## config.mk

```make
export PLATFORM = sky130hd
export DESIGN_NAME = mem_access_controller_flat
export DESIGN_NICKNAME = d
export VERILOG_FILES = /design/src/rtl/mem_ctrl_pkg.sv /design/src/rtl/mem_access_controller_if.sv /design/src/rtl/sram_phase_timer.sv /design/src/rtl/mem_access_controller.sv /design/src/flat_wrapper.sv
export SDC_FILE = /design/constraint.sdc
export NUM_CORES = 1
export LEC_CHECK = 0
export ABC_AREA = 1
export CORE_MARGIN = 2
export CORE_UTILIZATION = 45
export DETAILED_ROUTE_END_ITERATION = 8
export PLACE_DENSITY = 0.84
export SKIP_LAST_GASP = 1
export SLEW_MARGIN = 20
export SYNTH_ARGS = -nofsm -noshare
export SYNTH_HDL_FRONTEND = slang
export SYNTH_SLANG_ARGS = --single-unit
```

## constraint.sdc

```tcl
create_clock -name clk -period 3.3 [get_ports clk]
set_input_delay 0.495 -clock clk [delete_from_list [all_inputs] [get_ports clk]]
set_output_delay 0.495 -clock clk [all_outputs]
set_load 0.005 [all_outputs]
```

## src/rtl/mem_ctrl_pkg.sv

```systemverilog
// Shared definitions for the MEM-stage SRAM access controller.
//   mem_state_t        : controller FSM states
//   SRAM_ADDR_W/DATA_W : external half-word SRAM geometry
//   DEFAULT_BASE_ADDR  : byte address that maps to SRAM word 0
//   word_index()       : byte address -> 17-bit SRAM word index (wraps)
package mem_ctrl_pkg;

  localparam int unsigned SRAM_ADDR_W = 18;
  localparam int unsigned SRAM_DATA_W = 16;
  localparam logic [31:0] DEFAULT_BASE_ADDR = 32'd1024;

  typedef enum logic [2:0] {
    StIdle = 3'd0,
    StRdLo = 3'd1,
    StRdHi = 3'd2,
    StWrLo = 3'd3,
    StWrHi = 3'd4,
    StDone = 3'd5
  } mem_state_t;

  // No range check: anything outside the SRAM window simply wraps.
  function automatic logic [SRAM_ADDR_W-2:0] word_index(input logic [31:0] addr,
                                                        input logic [31:0] base);
    logic [31:0] diff;
    diff = addr - base;
    return (SRAM_ADDR_W-1)'(diff >> 2);
  endfunction

endpackage

```

## src/rtl/mem_access_controller_if.sv

```systemverilog
// Bus bundle between the MEM stage, the controller and the SRAM pads.
//   MEM side : rd_en, wr_en, address, write_data -> read_data, ready, freeze
//   SRAM side: sram_addr, sram_dq_out, sram_dq_oe, sram_we_n, sram_oe_n <- sram_dq_in
// Modports: slave = controller view, master = pipeline/SRAM environment view.
interface mem_access_controller_if;
  import mem_ctrl_pkg::*;

  logic                   rd_en;
  logic                   wr_en;
  logic [31:0]            address;
  logic [31:0]            write_data;
  logic [31:0]            read_data;
  logic                   ready;
  logic                   freeze;
  logic [SRAM_ADDR_W-1:0] sram_addr;
  logic [SRAM_DATA_W-1:0] sram_dq_out;
  logic                   sram_dq_oe;
  logic [SRAM_DATA_W-1:0] sram_dq_in;
  logic                   sram_we_n;
  logic                   sram_oe_n;

  modport slave (
    input  rd_en, wr_en, address, write_data, sram_dq_in,
    output read_data, ready, freeze, sram_addr, sram_dq_out, sram_dq_oe, sram_we_n, sram_oe_n
  );

  modport master (
    output rd_en, wr_en, address, write_data, sram_dq_in,
    input  read_data, ready, freeze, sram_addr, sram_dq_out, sram_dq_oe, sram_we_n, sram_oe_n
  );

endinterface

```

## src/rtl/sram_phase_timer.sv

```systemverilog
// Per-phase wait counter, counting 0..WAIT_CYCLES-1 while run is high.
//   clk, rst : clock, synchronous active-high reset
//   clear    : force the count back to 0
//   run      : a half-word phase is in progress
//   last     : final cycle of the current phase (count wraps to 0 next edge)
module sram_phase_timer #(
  parameter int unsigned WAIT_CYCLES = 2
) (
  input  logic clk,
  input  logic rst,
  input  logic clear,
  input  logic run,
  output logic last
);

  localparam int unsigned CntW = (WAIT_CYCLES > 1) ? $clog2(WAIT_CYCLES) : 1;
  localparam logic [CntW-1:0] LastVal = CntW'(WAIT_CYCLES - 1);

  logic [CntW-1:0] cnt_q, cnt_d;

  assign last = run && (cnt_q == LastVal);

  always_comb begin
    cnt_d = cnt_q;
    if (clear) begin
      cnt_d = '0;
    end else if (run) begin
      cnt_d = last ? '0 : cnt_q + 1'b1;
    end
  end

  always_ff @(posedge clk) begin
    if (rst) begin
      cnt_q <= '0;
    end else begin
      cnt_q <= cnt_d;
    end
  end

endmodule

```

## src/rtl/mem_access_controller.sv

```systemverilog
// Splits each 32-bit MEM-stage load/store into two 16-bit SRAM phases of
// WAIT_CYCLES each, freezing the pipeline until the access reaches DONE.
//   clk, rst : clock, synchronous active-high reset
//   bus      : mem_access_controller_if.slave (MEM handshake + SRAM pads)
//   perf_*   : only with MEM_CTRL_PERF_EN defined; saturating 16-bit counters
//              of completed reads, completed writes and frozen cycles.
// Parameters: WAIT_CYCLES (>= 1) cycles per half-word phase, BASE_ADDR byte
// address of SRAM word 0.
module mem_access_controller
  import mem_ctrl_pkg::*;
#(
  parameter int unsigned WAIT_CYCLES = 2,
  parameter logic [31:0] BASE_ADDR   = DEFAULT_BASE_ADDR
) (
  input  logic                    clk,
  input  logic                    rst,
  mem_access_controller_if.slave  bus
`ifdef MEM_CTRL_PERF_EN
  ,
  output logic [15:0]             perf_rd_count,
  output logic [15:0]             perf_wr_count,
  output logic [15:0]             perf_stall_count
`endif
);

  mem_state_t              state_q, state_d;
  logic [SRAM_ADDR_W-2:0]  idx_q, idx_d;
  logic [31:0]             wdata_q, wdata_d;
  logic [31:0]             rdata_q;
  logic                    phase_run;
  logic                    phase_last;
  logic                    rd_phase;
  logic                    wr_phase;
  logic                    hi_phase;
  logic                    req;
  logic                    ready;

  assign rd_phase  = (state_q == StRdLo) || (state_q == StRdHi);
  assign wr_phase  = (state_q == StWrLo) || (state_q == StWrHi);
  assign hi_phase  = (state_q == StRdHi) || (state_q == StWrHi);
  assign phase_run = rd_phase || wr_phase;

  sram_phase_timer #(
    .WAIT_CYCLES (WAIT_CYCLES)
  ) u_timer (
    .clk   (clk),
    .rst   (rst),
    .clear (!phase_run),
    .run   (phase_run),
    .last  (phase_last)
  );

  always_comb begin
    state_d = state_q;
    idx_d   = idx_q;
    wdata_d = wdata_q;
    case (state_q)
      StIdle: begin
        // Read wins if the decoder ever raises both requests.
        if (bus.rd_en || bus.wr_en) begin
          state_d = bus.rd_en ? StRdLo : StWrLo;
          idx_d   = word_index(bus.address, BASE_ADDR);
          wdata_d = bus.write_data;
        end
      end
      StRdLo:  if (phase_last) state_d = StRdHi;
      StRdHi:  if (phase_last) state_d = StDone;
      StWrLo:  if (phase_last) state_d = StWrHi;
      StWrHi:  if (phase_last) state_d = StDone;
      StDone:  state_d = StIdle;
      default: state_d = StIdle;
    endcase
  end

  always_ff @(posedge clk) begin
    if (rst) begin
      state_q <= StIdle;
      idx_q   <= '0;
      wdata_q <= '0;
      rdata_q <= '0;
    end else begin
      state_q <= state_d;
      idx_q   <= idx_d;
      wdata_q <= wdata_d;
      if (rd_phase && phase_last) begin
        if (hi_phase) rdata_q[31:16] <= bus.sram_dq_in;
        else          rdata_q[15:0]  <= bus.sram_dq_in;
      end
    end
  end

  // Pad outputs come from registered state and latched request only.
  always_comb begin
    bus.sram_addr   = {idx_q, hi_phase};
    bus.sram_dq_out = '0;
    if (wr_phase) begin
      bus.sram_dq_out = hi_phase ? wdata_q[31:16] : wdata_q[15:0];
    end
    bus.sram_dq_oe = wr_phase;
    bus.sram_we_n  = !wr_phase;
    bus.sram_oe_n  = !rd_phase;
  end

  assign req           = bus.rd_en || bus.wr_en;
  assign ready         = ((state_q == StIdle) && !req) || (state_q == StDone);
  assign bus.ready     = ready;
  assign bus.freeze    = req && !ready;
  assign bus.read_data = rdata_q;

`ifdef MEM_CTRL_PERF_EN
  logic rd_finish;
  logic wr_finish;

  assign rd_finish = (state_q == StRdHi) && phase_last;
  assign wr_finish = (state_q == StWrHi) && phase_last;

  always_ff @(posedge clk) begin
    if (rst) begin
      perf_rd_count    <= '0;
      perf_wr_count    <= '0;
      perf_stall_count <= '0;
    end else begin
      if (rd_finish && (perf_rd_count != 16'hFFFF)) perf_rd_count <= perf_rd_count + 16'd1;
      if (wr_finish && (perf_wr_count != 16'hFFFF)) perf_wr_count <= perf_wr_count + 16'd1;
      if (bus.freeze && (perf_stall_count != 16'hFFFF)) begin
        perf_stall_count <= perf_stall_count + 16'd1;
      end
    end
  end
`endif

endmodule

```

## src/flat_wrapper.sv

```systemverilog
// flat-port wrapper written by rule: the top's interface ports become plain ports
module mem_access_controller_flat import mem_ctrl_pkg::*;
#(
  parameter int unsigned WAIT_CYCLES = 2,
  parameter logic [31:0] BASE_ADDR   = DEFAULT_BASE_ADDR
)
  (clk, rst, bus_rd_en, bus_wr_en, bus_address, bus_write_data, bus_sram_dq_in, bus_read_data, bus_ready, bus_freeze, bus_sram_addr, bus_sram_dq_out, bus_sram_dq_oe, bus_sram_we_n, bus_sram_oe_n);
  mem_access_controller_if bus_i ();
  input  logic clk;
  input  logic rst;
  input wire logic [$bits(bus_i.rd_en)-1:0] bus_rd_en;
  input wire logic [$bits(bus_i.wr_en)-1:0] bus_wr_en;
  input wire logic [$bits(bus_i.address)-1:0] bus_address;
  input wire logic [$bits(bus_i.write_data)-1:0] bus_write_data;
  input wire logic [$bits(bus_i.sram_dq_in)-1:0] bus_sram_dq_in;
  output wire logic [$bits(bus_i.read_data)-1:0] bus_read_data;
  output wire logic [$bits(bus_i.ready)-1:0] bus_ready;
  output wire logic [$bits(bus_i.freeze)-1:0] bus_freeze;
  output wire logic [$bits(bus_i.sram_addr)-1:0] bus_sram_addr;
  output wire logic [$bits(bus_i.sram_dq_out)-1:0] bus_sram_dq_out;
  output wire logic [$bits(bus_i.sram_dq_oe)-1:0] bus_sram_dq_oe;
  output wire logic [$bits(bus_i.sram_we_n)-1:0] bus_sram_we_n;
  output wire logic [$bits(bus_i.sram_oe_n)-1:0] bus_sram_oe_n;
  assign bus_i.rd_en = bus_rd_en;
  assign bus_i.wr_en = bus_wr_en;
  assign bus_i.address = bus_address;
  assign bus_i.write_data = bus_write_data;
  assign bus_i.sram_dq_in = bus_sram_dq_in;
  assign bus_read_data = bus_i.read_data;
  assign bus_ready = bus_i.ready;
  assign bus_freeze = bus_i.freeze;
  assign bus_sram_addr = bus_i.sram_addr;
  assign bus_sram_dq_out = bus_i.sram_dq_out;
  assign bus_sram_dq_oe = bus_i.sram_dq_oe;
  assign bus_sram_we_n = bus_i.sram_we_n;
  assign bus_sram_oe_n = bus_i.sram_oe_n;
  mem_access_controller #(.WAIT_CYCLES(WAIT_CYCLES), .BASE_ADDR(BASE_ADDR)) u_core (.clk(clk), .rst(rst), .bus(bus_i));
endmodule
```

==> impl_metrics.toml <==
[global_routing]
grt_first_pass_wirelength_um = 15900
grt_max_degree = 57
grt_pass1_vias = 3423
grt.total_usage_pct = 23.07
antenna_found_initial = 0
grt_overflow_total = 0

[pwr]
ir_drop_v = 0.0004121
power.density_nw_per_um2 = 727.8
power_leakage_uw = 0.002009

[timing]
worst_pin_slew_ns = 0.8081
fmax_mhz = 353.8
fin_ws_ns = 0.4738
setup_violations = 0
timing.final.max_slew_violations = 0
finalCriticalPeriod_ns = 2.826
finalHoldViolCount = 0
skew_ns = 0.01171
relSlewSlack_pct = 46.05
rsz0062_at_grt = "no"
timing.setup.tns_ns = 0
finalCritPeriodShare_pct = 85.64

[worst_setup_path]
arrival_ns = 2.33
r2r_end = "u_core.bus.read_data[5]"
crit_end = "bus_sram_dq_out[1]"
cp-end-kind = "primary output"
start_kind = "register"
cpMaxStageDelayCell = "clkdlybuf4s50_1"
path_max_fanout = 34
r2r-start = "u_core.u_timer.cnt_q"
worstRegToRegCells = 5
cp_cell_sequence = "nor2_4 -> nand2_1 -> nand2_2 -> o21ai_0 -> a21oi_1 -> clkdlybuf4s50_1"
critPathMaxStageDelay_ns = 0.56
critical_path_class = "register to primary output"
crit_start = "u_core.state_q[1]"
cp.required_ns = 2.80
rrSetupSlack_ns = 1.34

[detailed_routing]
avgRoutedWirePerCell_um = 13.92
drtIter0Drc = 232
antenna_left = 0
drt_pass1_iterations = 6
viasPerCell = 5.101
drc = 0
vias = 3540
wirelength_um = 9659

[clock_network]
htreeDepth = 3
clockBufferDepth = 2
path_clk_slew_ns = 0.08
clk-insertion-delay-late_ns = 0.33
cts.repair.resized = 0
hold_buffers = 0
cts-buffers-inserted = 9
cts.sinks = 85
cts_root_buffer = "clkbuf_8"
cts_tree = "done"
cts_setup_buffers = 0

[floorplan]
dieWidth_um = 92.17
die_h_um = 92.17
core_um2 = 7647
initial_core_util_pct = 45.75
rows = 32
ios = 155
die_area_um2 = 8495

[place]
numPortBuffers = 139
dp_slack_ns = 0.8045
globalplace.congestion = 0.8321
post-dp-hpwl_um = 6846

[final_layout]
drive_gt1_share_pct = 5.405
fin_nets = 672
final_common_cell = "clkdlybuf4s50_1"
syn_to_final_growth_pct = 45.56
diodes = 0
final_core_util_pct = 66.59
layout_common_cells = "clkdlybuf4s50_1, nor2_1, dfxtp_1"

[logic_synthesis]
synth.distinct_cells = 27
yosysWarnings = 0
synthTopCellsByArea = "dfxtp_1, o21ai_0, nor2_1"
synth_top_family_by_area = "compound AO/OA/AOI/OAI gates"
ys_ff_latch = 85
syn-cell-area_um2 = 3498
synthXorXnorAreaFrac_pct = 0.7511
netlist_instances = 464
syn_area_per_cell_um2 = 7.540
syn-num-nets = 549
yosys.area_share.simple_pct = 19.96
yosysTopAreaCell = "dfxtp_1"
ys_seq_area_share_pct = 48.64
synth-compound-area-share_pct = 20.92
synth_top_area_share_pct = 48.64
muxShareOfSynthArea_pct = 0
synthAdderAreaFrac_pct = 0.3577

[min_path]
hold_class = "register to register"

[outcome]
status = "finished clean"

[run]
maxCapViolCount = 0
[state kept, by name (all words and copies together) (netlist names)]
name,cells
u_core.bus.read_data,32
u_core.idx_q,17
u_core.state_q,3
u_core.u_timer.cnt_q,1
u_core.wdata_q,32
[per-layer routing]
metal	vias to the layer above	track usage, %	wire length [um]
li1	1761	-	-
met1	1649	27.34	3930
met2	107	41.30	5077
met3	23	3.205	382
met4	0	10.32	268
met5	-	0	0
[worst max-delay path, delay by kind of cell (launching register included)]
kind            cells  cell delay (ns)
flops               1             0.39
compound gates      2             0.31
buf+inv             1             0.56
simple gates        3             0.73
[worst min path at each step]
stage                                   from                  endpoint  slack, ns  cells after the start
floorplan                 u_core.wdata_q[16]        u_core.wdata_q[16]       0.43                      2
global placement          u_core.wdata_q[16]        u_core.wdata_q[16]       0.44                      2
detailed placement        u_core.wdata_q[28]        u_core.wdata_q[28]       0.45                      2
CTS                       u_core.wdata_q[28]        u_core.wdata_q[28]       0.46                      2
global route        u_core.bus.read_data[26]  u_core.bus.read_data[26]       0.48                      2
finish                    u_core.wdata_q[26]        u_core.wdata_q[26]       0.45                      2
[power breakdown]
| part | internal, uW | total, uW | switching (uW) | leakage (uW) |
|---|---|---|---|---|
| Sequential | 1340 | 1500 | 166 | 0.000698 |
| Clock | 449 | 800 | 352 | 0.000106 |
| Combinational | 647 | 1400 | 757 | 0.00121 |
[synth_stat cells]
| cell type | n |
|---|---|
| nor2_1 | 94 |
| nand3_1 | 22 |
| nand2_2 | 6 |
| inv_2 | 4 |
| a21oi_1 | 54 |
| inv_1 | 34 |
| clkbuf_1 | 10 |
| nor2_4 | 4 |
| buf_2 | 8 |
| o21ai_1 | 2 |
| a31oi_1 | 1 |
| clkbuf_2 | 2 |
| o21a_1 | 3 |
| o31ai_1 | 1 |
| nand2_1 | 34 |
| buf_4 | 4 |
| xnor2_1 | 1 |
| dfxtp_1 | 85 |
| o21ai_0 | 80 |
| xor2_1 | 2 |
| o21bai_1 | 1 |
| ha_1 | 1 |
| buf_6 | 6 |
| nand3b_1 | 1 |
| nor3_1 | 1 |
| a211oi_1 | 1 |
| nand4_1 | 2 |
[kinds of logic (layout without fill, tap and decap cells)]
logic type	after synthesis	after routing
AO/OA/AOI/OAI	143	143
AND/OR/NAND/NOR	164	164
XOR/XNOR	3	3
flip-flops	85	85
buffers and inverters	68	196
adder cells (fa/ha/maj)	1	1
[area by class of cell]
cell class	count	area (um2)
tap	102	127.6
inverter	38	142.6
timing repair buffer	142	1426
clock inverter	5	83.83
multi-input combinational	311	1469
fill	640	2555
sequential	85	1702
clock buffer	11	141.4
[per-stage QoR]
step                cell area (um2)  instances  hold slack (ns)  total power (uW)
detailed placement             4867        678           0.4456              2931
global placement               4867        678           0.4387              2872
CTS                            5092        694           0.4576              3741
floorplan                      3498        464           0.4291              2325
global route                   5092        694           0.4798              3969
finish                         5092        694           0.4539              3706
Power figures use the tool's default switching activity.
